## src/rtl/tick_stretch.sv

```systemverilog
`default_nettype none
// tick_stretch: stretches single-cycle ticks into 2^N-cycle LED pulses separated by 2^N-cycle gaps,
// with a saturating queue of pending ticks and a sticky overflow flag.
module tick_stretch #(
  parameter int N = 22,
  parameter int P = 4
) (
  input  logic         clk,
  input  logic         reset,
  input  logic         tick_in,
  input  logic         clr,
  output logic         led,
  output logic         busy,
  output logic [P-1:0] pend,
  output logic         ovf
);

  localparam logic [1:0]   S_IDLE = 2'd0;
  localparam logic [1:0]   S_ON   = 2'd1;
  localparam logic [1:0]   S_GAP  = 2'd2;
  localparam logic [N-1:0] Q_ONE  = {{(N-1){1'b0}}, 1'b1};
  localparam logic [P-1:0] P_ONE  = {{(P-1){1'b0}}, 1'b1};

  logic [1:0]   state_q, state_d;
  logic [N-1:0] q_q, q_d;
  logic [P-1:0] pend_q, pend_d;
  logic         ovf_q, ovf_d;
  logic         gap_to_on;
  logic         q_zero;
  logic         pend_full;

  assign q_zero    = (q_q == '0);
  assign pend_full = (pend_q == {P{1'b1}});

  always_ff @(posedge clk or negedge reset) begin
    if (!reset) begin
      state_q <= S_IDLE;
      q_q     <= '0;
      pend_q  <= '0;
      ovf_q   <= 1'b0;
    end else begin
      state_q <= state_d;
      q_q     <= q_d;
      pend_q  <= pend_d;
      ovf_q   <= ovf_d;
    end
  end

  always_comb begin
    state_d   = state_q;
    q_d       = q_q;
    pend_d    = pend_q;
    ovf_d     = ovf_q;
    gap_to_on = 1'b0;

    case (state_q)
      S_IDLE: begin
        if (tick_in) begin
          state_d = S_ON;
          q_d     = '1;
        end
      end
      S_ON: begin
        if (!q_zero) begin
          q_d = q_q - Q_ONE;
        end else begin
          state_d = S_GAP;
          q_d     = '1;
        end
      end
      S_GAP: begin
        if (!q_zero) begin
          q_d = q_q - Q_ONE;
        end else if ((pend_q != '0) || tick_in) begin
          state_d   = S_ON;
          q_d       = '1;
          gap_to_on = 1'b1;
        end else begin
          state_d = S_IDLE;
        end
      end
      default: begin
        state_d = S_IDLE;
        q_d     = '0;
      end
    endcase

    // A tick arriving as the gap ends is replayed at once: either consumed directly
    // (empty queue) or swapped for the oldest queued entry, so pend is unchanged.
    if ((state_q == S_ON) || (state_q == S_GAP)) begin
      if (tick_in && !gap_to_on) begin
        if (!pend_full) begin
          pend_d = pend_q + P_ONE;
        end else begin
          ovf_d = 1'b1;
        end
      end else if (!tick_in && gap_to_on) begin
        pend_d = pend_q - P_ONE;
      end
    end

    if (clr) begin
      state_d = S_IDLE;
      q_d     = '0;
      pend_d  = '0;
      ovf_d   = 1'b0;
    end
  end

  always_comb begin
    led  = (state_q == S_ON);
    busy = (state_q != S_IDLE);
    pend = pend_q;
    ovf  = ovf_q;
  end

endmodule
`default_nettype wire

```

## config.mk

```make
export PLATFORM = sky130hd
export DESIGN_NAME = tick_stretch
export DESIGN_NICKNAME = d
export VERILOG_FILES = /design/src/rtl/tick_stretch.sv
export SDC_FILE = /design/constraint.sdc
export NUM_CORES = 1
export LEC_CHECK = 0
export CAP_MARGIN = 20
export CORE_UTILIZATION = 55
export CTS_BUF_LIST = sky130_fd_sc_hd__clkbuf_16
export DETAILED_ROUTE_END_ITERATION = 6
export PLACE_DENSITY = 0.79
export SLEW_MARGIN = 0
export SYNTH_ARGS = -nofsm -noshare
export SYNTH_HDL_FRONTEND = slang
export SYNTH_SLANG_ARGS = --single-unit
```

## constraint.sdc

```tcl
create_clock -name clk -period 6.9 [get_ports clk]
set_input_delay 1.38 -clock clk [delete_from_list [all_inputs] [get_ports clk]]
set_output_delay 1.38 -clock clk [all_outputs]
set_load 0.02 [all_outputs]
```

==> After elaboration in Yosys (flattened, before gate mapping) <==
Index checks and enable logic that the tools add are counted.
{ "totals": {"register_bits": 29, "word_cells": 57} }
{ "classes": {"n_addsub": 3, "eq_ne": 8, "n_mux": 24, "n_reduce_logical": 18} }
{ "ops": {"columns": ["operator", "count"], "rows": [
  ["2-to-1 mux 22 bit", 5],
  ["case mux 22 bit (3 select lines)", 1],
  ["logical NOT 22 bit", 1],
  ["subtractor 22 x 1 -> 22 bit (second input constant)", 1],
  ["2-to-1 mux 4 bit", 5],
  ["inequality test 3 bit (second input constant)", 3],
  ["AND reduction 3 bit", 3],
  ["2-to-1 mux 1 bit", 8],
  ["2-to-1 mux 2 bit", 4],
  ["nonzero test 2 bit", 4],
  ["case mux 2 bit (3 select lines)", 1],
  ["adder 4 x 1 -> 4 bit (second input constant)", 1],
  ["equality test 4 bit (second input constant)", 1],
  ["inequality test 4 bit (second input constant)", 1],
  ["nonzero test 4 bit", 1],
  ["subtractor 4 x 1 -> 4 bit (second input constant)", 1],
  ["inequality test 3 x 2 -> 1 bit (second input constant)", 1],
  ["nonzero test 3 bit", 1],
  ["equality test 2 x 1 -> 1 bit (second input constant)", 1],
  ["equality test 2 bit (second input constant)", 1],
  ["logical AND 1 bit", 2],
  ["logical NOT 1 bit", 2],
  ["logical NOT 2 bit", 1],
  ["logical OR 1 bit", 2],
  ["AND reduction 2 bit", 1]
]} }

==> Logic depth before layout (Yosys ltp) <==
Gate-level depths: netlist of run 1.
{ "depth": {"depth_word": 10, "depth_mapped": 12} }

==> Least setup slack after synthesis of run 1 <==
OpenSTA, ideal clock, no wires.
{ "synth_timing": {"path_type": "input to register", "startpoint": "input port tick_in", "endpoint": "register q_q[15]", "setup_ns": 0.121, "arrival_time_ns": 2.745, "t_required_ns": 6.779, "setup_slack_ns": 4.034, "path_stages": 7, "path_buffers": 2, "cell_sequence": "nand2b_1 -> or4_4 -> or2_1 -> buf_6 -> and2_4 -> buf_6 -> a22o_1"} }
{ "synth_between": {"elab_chain_len": 3, "elab_cells_between_ends": 4} }
{ "synth_rtl": {"columns": ["element", "line", "rtl"], "rows": [
  ["from (decl)", "10", "input logic tick_in,"],
  ["logical OR 1 bit", "74", "end else if ((pend_q != '0) || tick_in) begin"],
  ["inequality test 4 bit (no line)", null, null],
  ["AND reduction 2 bit (no line) *", null, null],
  ["to (signal assigned)", "43", "q_q <= q_d;"],
  ["to (decl)", "25", "logic [N-1:0] q_q, q_d;"]
]} }
Every way passes the cells marked *; elsewhere a longest branch is shown, timed or not.
A chain may end at the register's enable or synchronous reset.

==> Worst setup path in the final report of run 1 <==
{ "layout_timing": {"startpoint": "input port tick_in", "endpoint": "register q_q[3]"} }
Same word-level chain as after synthesis.

==> impl_metrics.ini, run 1 <==
[final_layout]
postLayoutCoreUtil_pct = 67.24
nets_finish = 262
antenna-diode-count = 0
layout.filler_cells = 287
final_layout_size_suffix_gt1_share_pct = 5.976
syn_to_final_growth_pct = 12.22

[worst_setup_path]
worstPathArrival_ns = 3.66
worstPathRequired_ns = 7.07
crit_path_start_kind = input pin
critical_path.max_fanout = 13
timing_worst_setup_path_type = input pin to flip-flop
worstSetupEndpointType = flip-flop

[synthesis]
synth.largest_area_cell = sky130_fd_sc_hd__dfrtp_1
syn_nets = 255
per_instance_average_area_after_synthesis_sq_um = 8.552
async_reset_ff_share_pct = 100.0
synth_seq_cells = 29
ys.flop_type = sky130_fd_sc_hd__dfrtp_1
synth.yosys.seq_area_share_pct = 34.92
syn_inst = 243
synthDistinctLibCells = 49
number_of_synthesized_flops_with_an_enable_pin = 0
leading_cell_types_by_total_area_after_synthesis = sky130_fd_sc_hd__dfrtp_1 35%, sky130_fd_sc_hd__ha_1 4.2%, sky130_fd_sc_hd__o21ai_0 3.6%
synth.top_cell.area_share_pct = 34.92
synth-warning-count = 0
post_synth_instance_area_sq_um = 2078

[clocking]
number_of_gates_resized_after_cts = 0
clk_root_buffer_cell = sky130_fd_sc_hd__clkbuf_16
cts_setup_buffers = 0
post_cts_hold_buffer_count = 0
cts.path.max_buffers = 2
cts_tree = built
clock_sink_count = 29
clk-insertion-delay-late_ns = 0.28
ctsHtreeMaxLevel = 2
worst_setup_hold_path_clk_slew_ns = 0.05
cts_made_buffers = 5

[timing]
max_freq_mhz = 286.5
maxSlewHeadroom_pct = 33.53
worst_slack_ns = 3.410
worst_clock_skew_ns = 0.005681
timing_max_transition_violations_final = 0
rsz0062_at_grt = false
finalHoldViolCount = 0
final_period_minus_worst_setup_slack_ns = 3.490
finalSetupViolCount = 0
setup_total_negative_slack_ns = 0
min_period_over_period_pct = 50.58
worst-slew-pin-transition_ns = 0.9879

[run_status]
result_of_the_run = finished, final reports clean

[die]
placement_rows = 21
ios = 11
fp.dieH_microns = 63.47
fp.dieW_microns = 63.47
start_util_pct = 59.92
coreArea_sq_um = 3468
die-area_sq_um = 4028

[route]
drt_drc_violations_left = 0
router_iterations_before_antenna_repair = 5
totalWireLength_mm = 5.404
initialDrtViolationCount = 185
drtAntennaViolNets = 0
vias_per_cell = 6.795
vias = 2018
avgRoutedWirePerCell_microns = 18.20

[placement]
place_congestion = 0.9168
final_hpwl_from_detailed_placement_mm = 3.797
placement.setup.worst_slack_ns = 3.190
port_buffers = 10

[global_routing]
first_global_vias = 1960
grt_start_max_net_pins = 30
globalRouteTotalUtil_pct = 30.83
antenna_found_initial = 0
globalRoute.totalOverflow = 0
grt_first_pass_wirelength_mm = 9.563

[worst_hold_path]
min-delay-path-class = flip-flop to flip-flop

[power_and_ir_drop]
maximum_vdd_drop_mv = 0.2129
power.leakage_nw = 0.9565
p_per_area_nw_per_um2 = 340.1
p_total_mw = 0.7931

[run]
maxCapViolations = 0
==> power breakdown <==
group / switching [mW] / internal, mW
Clock: 0.0761 / 0.130
Combinational: 0.199 / 0.122
Sequential: 0.0553 / 0.210
Total: 0.331 / 0.462
==> worst paths after layout <==
kind / start / to / slack [ns] / cells after the start
setup / recovery: tick_in / q_q[3] / 3.41 / 6
hold / removal: q_q[15] / q_q[15] / 0.50 / 1
setup reg to reg: q_q[14] / pend[3] / 3.63 / 10
hold reg to reg: q_q[15] / q_q[15] / 0.50 / 1
max in group asynchronous: reset / q_q[19] / 5.14 / 2
min in group asynchronous: reset / q_q[16] / 1.49 / 2
==> stage by stage <==
stage               area, sq um  hold WS [ns]  std cells
global route               2332        0.5404        297
CTS                        2332        0.5020        297
global placement           2193        0.4889        289
finish                     2332        0.4986        297
detailed placement         2193        0.4823        289
floorplan                  2078        0.4667        243
==> layer usage <==
metal | wire length (microns) | vias to the layer above | share of wire (%) | track usage [%]
met1 | 2505 | 947 | 46 | 43.29
met5 | 0 | - | 0 | 0
met4 | 112 | 0 | 2.1 | 13.64
li1 | - | 953 | - | -
met2 | 2288 | 107 | 42 | 42.69
met3 | 497 | 11 | 9.2 | 10.14
==> critical path: stages <==
cell and delay [ns]:
sky130_fd_sc_hd__clkdlybuf4s50_1 0.61, sky130_fd_sc_hd__nand2b_1 0.31, sky130_fd_sc_hd__nor2_1 0.10, sky130_fd_sc_hd__a21oi_1 0.76, sky130_fd_sc_hd__o21ai_0 0.21, sky130_fd_sc_hd__a22o_1 0.29
==> final cells by class <==
| class | instances | area, sq um | area share, % |
|---|---|---|---|
| multi-input cells | 187 | 1235 | 52.95 |
| flip-flops and latches | 29 | 725.7 | 31.12 |
| clock buffers | 5 | 125.1 | 5.365 |
| repair buffers | 13 | 122.6 | 5.258 |
| well taps | 46 | 57.56 | 2.468 |
| inverters | 14 | 52.55 | 2.253 |
| clock inverters | 3 | 13.76 | 0.5901 |
==> registers in the layout, summed over array words and instances (netlist names) <==
name     flops
pend         4
q_q         22
ovf          1
state_q      2
==> logic make-up (layout without fill, tap and decap cells) <==
kind of cell               after synthesis  after routing  share of synthesized area, %
adders and majority gates                8              8                         5.177
DFF                                     29             29                         34.92
xor gates and xnor gates                 2              2                        0.8430
AOI/OAI and AO/OA                       86             86                         28.90
buffers and inverters                   27             35                         5.960
and+or+nand+nor                         91             91                         24.20
==> cells in the mapped netlist (all sizes together), types with 3 or more instances <==
library cell  count
o31ai             7
nand3            14
a41oi             3
nand4             6
dfrtp            29
buf               3
nand2            13
nor4b             3
nor4              8
nor2             15
clkbuf           10
and3              3
nand2b            5
nor3              9
a22o              6
a31oi             6
or4               3
inv              14
o2bb2ai           6
o31a              5
o211ai            3
a21o              5
ha                7
a21oi            10
or3               3
o21ai            20
==> cells in the final DEF (no fill, tap or decap), types with 5 or more instances in the layout <==
cell / netlist / layout
sky130_fd_sc_hd__nand4_1: 6 / 6
sky130_fd_sc_hd__a22o_1: 6 / 6
sky130_fd_sc_hd__o21ai_1: 5 / 5
sky130_fd_sc_hd__nor3_1: 9 / 9
sky130_fd_sc_hd__o21ai_0: 15 / 15
sky130_fd_sc_hd__nand3_1: 14 / 14
sky130_fd_sc_hd__nand2_1: 13 / 13
sky130_fd_sc_hd__ha_1: 7 / 7
sky130_fd_sc_hd__inv_1: 14 / 15
sky130_fd_sc_hd__nor2_1: 15 / 15
sky130_fd_sc_hd__o31a_1: 5 / 5
sky130_fd_sc_hd__a21o_1: 5 / 5
sky130_fd_sc_hd__clkdlybuf4s50_1: 0 / 10
sky130_fd_sc_hd__o2bb2ai_1: 6 / 6
sky130_fd_sc_hd__a31oi_1: 6 / 6
sky130_fd_sc_hd__nor4_1: 8 / 8
sky130_fd_sc_hd__dfrtp_1: 29 / 29
sky130_fd_sc_hd__a21oi_1: 10 / 10
sky130_fd_sc_hd__o31ai_1: 7 / 7
sky130_fd_sc_hd__clkbuf_16: 0 / 5
sky130_fd_sc_hd__nand2b_1: 5 / 5
(Power assumes the default switching activity.)
==> inputs of run 2 (changes only) <==
==> constraint.sdc (replaced) <==
create_clock -name clk -period 3.5 [get_ports clk]
set_input_delay 0.7 -clock clk [delete_from_list [all_inputs] [get_ports clk]]
set_output_delay 0.7 -clock clk [all_outputs]
set_load 0.02 [all_outputs]
==> run 2 against run 1 <==
Net effect: via count rose by 2.5%; non-clock buffer count rose by 5; critical endpoint is now pend[3]; sequential share of layout area fell by 0.41 points; first-iteration DRC count rose by 24%; global-route usage fell by 0.87 points; sequential power rose by 99%.
==> impl_metrics.ini, run 2 (synthesized netlist as in run 1, its figures left out) <==
[run_status]
result_of_the_run = finished, final reports clean

[clocking]
clk_root_buffer_cell = sky130_fd_sc_hd__clkbuf_16
cts_setup_buffers = 0
cts_made_buffers = 5
worst_setup_hold_path_clk_slew_ns = 0.05
ctsHtreeMaxLevel = 2
cts.path.max_buffers = 2
clk-insertion-delay-late_ns = 0.27
number_of_gates_resized_after_cts = 0
post_cts_hold_buffer_count = 0
cts_tree = built
clock_sink_count = 29

[worst_setup_path]
timing.critical_path.slowest_cell_delay_ns = 0.54
crit_path_start_kind = flip-flop
worst_path_max_delay_cell = sky130_fd_sc_hd__or4_4
timing.critical_path.cells = or4_4 > nor2_1 > nand3_1 > nand2_1 > ha_1 > a21o_1 > a21o_1 > o21ba_2 > o21bai_1 > nand2_1
worstSetupEndpointType = flip-flop
worstPathRequired_ns = 3.66
timing_worst_setup_path_type = flip-flop to flip-flop
critical_path.max_fanout = 10
family_of_cells_with_the_greatest_summed_delay_on_the_critical_path = simple AND/OR/NAND/NOR gates
cp.buffers_inverters = 0
worstPathArrival_ns = 3.03

[power_and_ir_drop]
p_seq_share_pct = 33.5
maximum_vdd_drop_mv = 0.3512
switching_share_pct = 41.34
p_total_mw = 1.576
p_per_area_nw_per_um2 = 666.7
power.leakage_nw = 0.9742
switching_power_mw = 0.6514
clockPowerShare_pct = 25.0
power.share.combinational_pct = 41.6
intPower_mw = 0.9244

[run]
maxCapViolations = 0

[timing]
finalHoldViolCount = 0
worst-slew-pin-transition_ns = 0.8127
finalSetupViolCount = 0
min_period_over_period_pct = 81.98
final_period_minus_worst_setup_slack_ns = 2.869
setup_total_negative_slack_ns = 0
rsz0062_at_grt = false
timing_max_transition_violations_final = 0
worst_clock_skew_ns = 0.006277
max_freq_mhz = 348.5
maxSlewHeadroom_pct = 45.32

[placement]
final_hpwl_from_detailed_placement_mm = 3.882
port_buffers = 10
place_congestion = 0.9068

[final_layout]
largest_register_ff_count = 22
nets_finish = 267
antenna-diode-count = 0
register_containing_the_most_flip_flops_in_the_final_layout = q_q
leading_cell_type_in_the_layout_fill_and_taps_excluded = sky130_fd_sc_hd__dfrtp_1
syn_to_final_growth_pct = 13.73
final_layout_size_suffix_gt1_share_pct = 7.059
layout.filler_cells = 287
final_cell_mix = 29 x sky130_fd_sc_hd__dfrtp_1, 15 x sky130_fd_sc_hd__nor2_1, 15 x sky130_fd_sc_hd__inv_1, 15 x sky130_fd_sc_hd__o21ai_0, 14 x sky130_fd_sc_hd__nand3_1

[route]
router_iterations_before_antenna_repair = 6
initialDrtViolationCount = 229
totalWireLength_mm = 5.546
drtAntennaViolNets = 0
vias_per_cell = 6.870
drt_drc_violations_left = 0
vias = 2068
avgRoutedWirePerCell_microns = 18.43

[die]
placement_rows = 21
fp.dieW_microns = 63.47
start_util_pct = 59.92
fp.dieH_microns = 63.47
ios = 11
die-area_sq_um = 4028
coreArea_sq_um = 3468

[global_routing]
first_global_vias = 1942
globalRoute.totalOverflow = 0
grt_start_max_net_pins = 30
antenna_found_initial = 0
grt_first_pass_wirelength_mm = 9.342
globalRouteTotalUtil_pct = 29.95

[worst_hold_path]
min-delay-path-class = flip-flop to flip-flop
run 2: cell types whose count changed in the layout (fill, tap and decap cells not counted), sizes merged:
cell,before,now
buf,3,8
clkinv,2,1
run 2: power groups by stage:
| stage | clock network (mW) | logic, mW | registers [mW] |
|---|---|---|---|
| 2_1_floorplan | 0 | 0.467 | 0.492 |
| 3_3_place_gp | 0 | 0.624 | 0.521 |
| 3_5_place_dp | 0 | 0.632 | 0.527 |
| 4_1_cts | 0.396 | 0.638 | 0.523 |
| 5_1_grt | 0.412 | 0.715 | 0.540 |
| 6_report | 0.394 | 0.655 | 0.527 |
run 2: final cells by class:
cell class	instances	area (sq um)	area share, %
Inverter	14	52.55	2.223
Tap cell	46	57.56	2.435
Clock buffer	5	125.1	5.294
Timing Repair Buffer	18	160.2	6.776
Sequential cell	29	725.7	30.70
Clock inverter	2	7.507	0.3176
Multi-Input combinational cell	187	1235	52.25
run 2: worst paths after layout:
| check | start | end | slack (ns) | depth (start not counted) |
|---|---|---|---|---|
| setup / recovery | q_q[16] | pend[3] | 0.63 | 10 |
| hold / removal | q_q[15] | q_q[15] | 0.50 | 1 |
| setup reg to reg | q_q[16] | pend[3] | 0.63 | 10 |
| max in group asynchronous | reset | q_q[0] | 2.39 | 2 |
| min in group asynchronous | reset | q_q[18] | 0.81 | 2 |
| hold reg to reg | q_q[15] | q_q[15] | 0.50 | 1 |
run 2: layer usage:
layer,wire (microns),global-route usage (%),vias up
met5,0,0,-
li1,-,-,958
met3,427,6.522,12
met2,2539,45.21,109
met1,2477,42.84,989
met4,102,8.523,0
run 2: worst reg2reg max path: cells and delay by family, from the launching register on:
family	cells	cell delay, ns
AND/OR/NAND/NOR	5	1.31
flip-flops	1	0.48
AO/OA/AOI/OAI	4	0.73
adder cells (fa/ha/maj)	1	0.24
run 2: metrics by stage:
step / setup slack (ns) / instance area [sq um] / util [%] / hold slack (ns) / std cells
floorplan: 0.7784 / 2078 / - / 0.4044 / 243
global placement: 0.6570 / 2231 / 64.32 / 0.4841 / 294
detailed placement: 0.6291 / 2231 / 64.32 / 0.4857 / 294
CTS: 0.6754 / 2364 / 68.15 / 0.5044 / 301
global route: 0.3977 / 2364 / 68.15 / 0.5410 / 301
finish: 0.6306 / 2364 / 68.15 / 0.4994 / 301
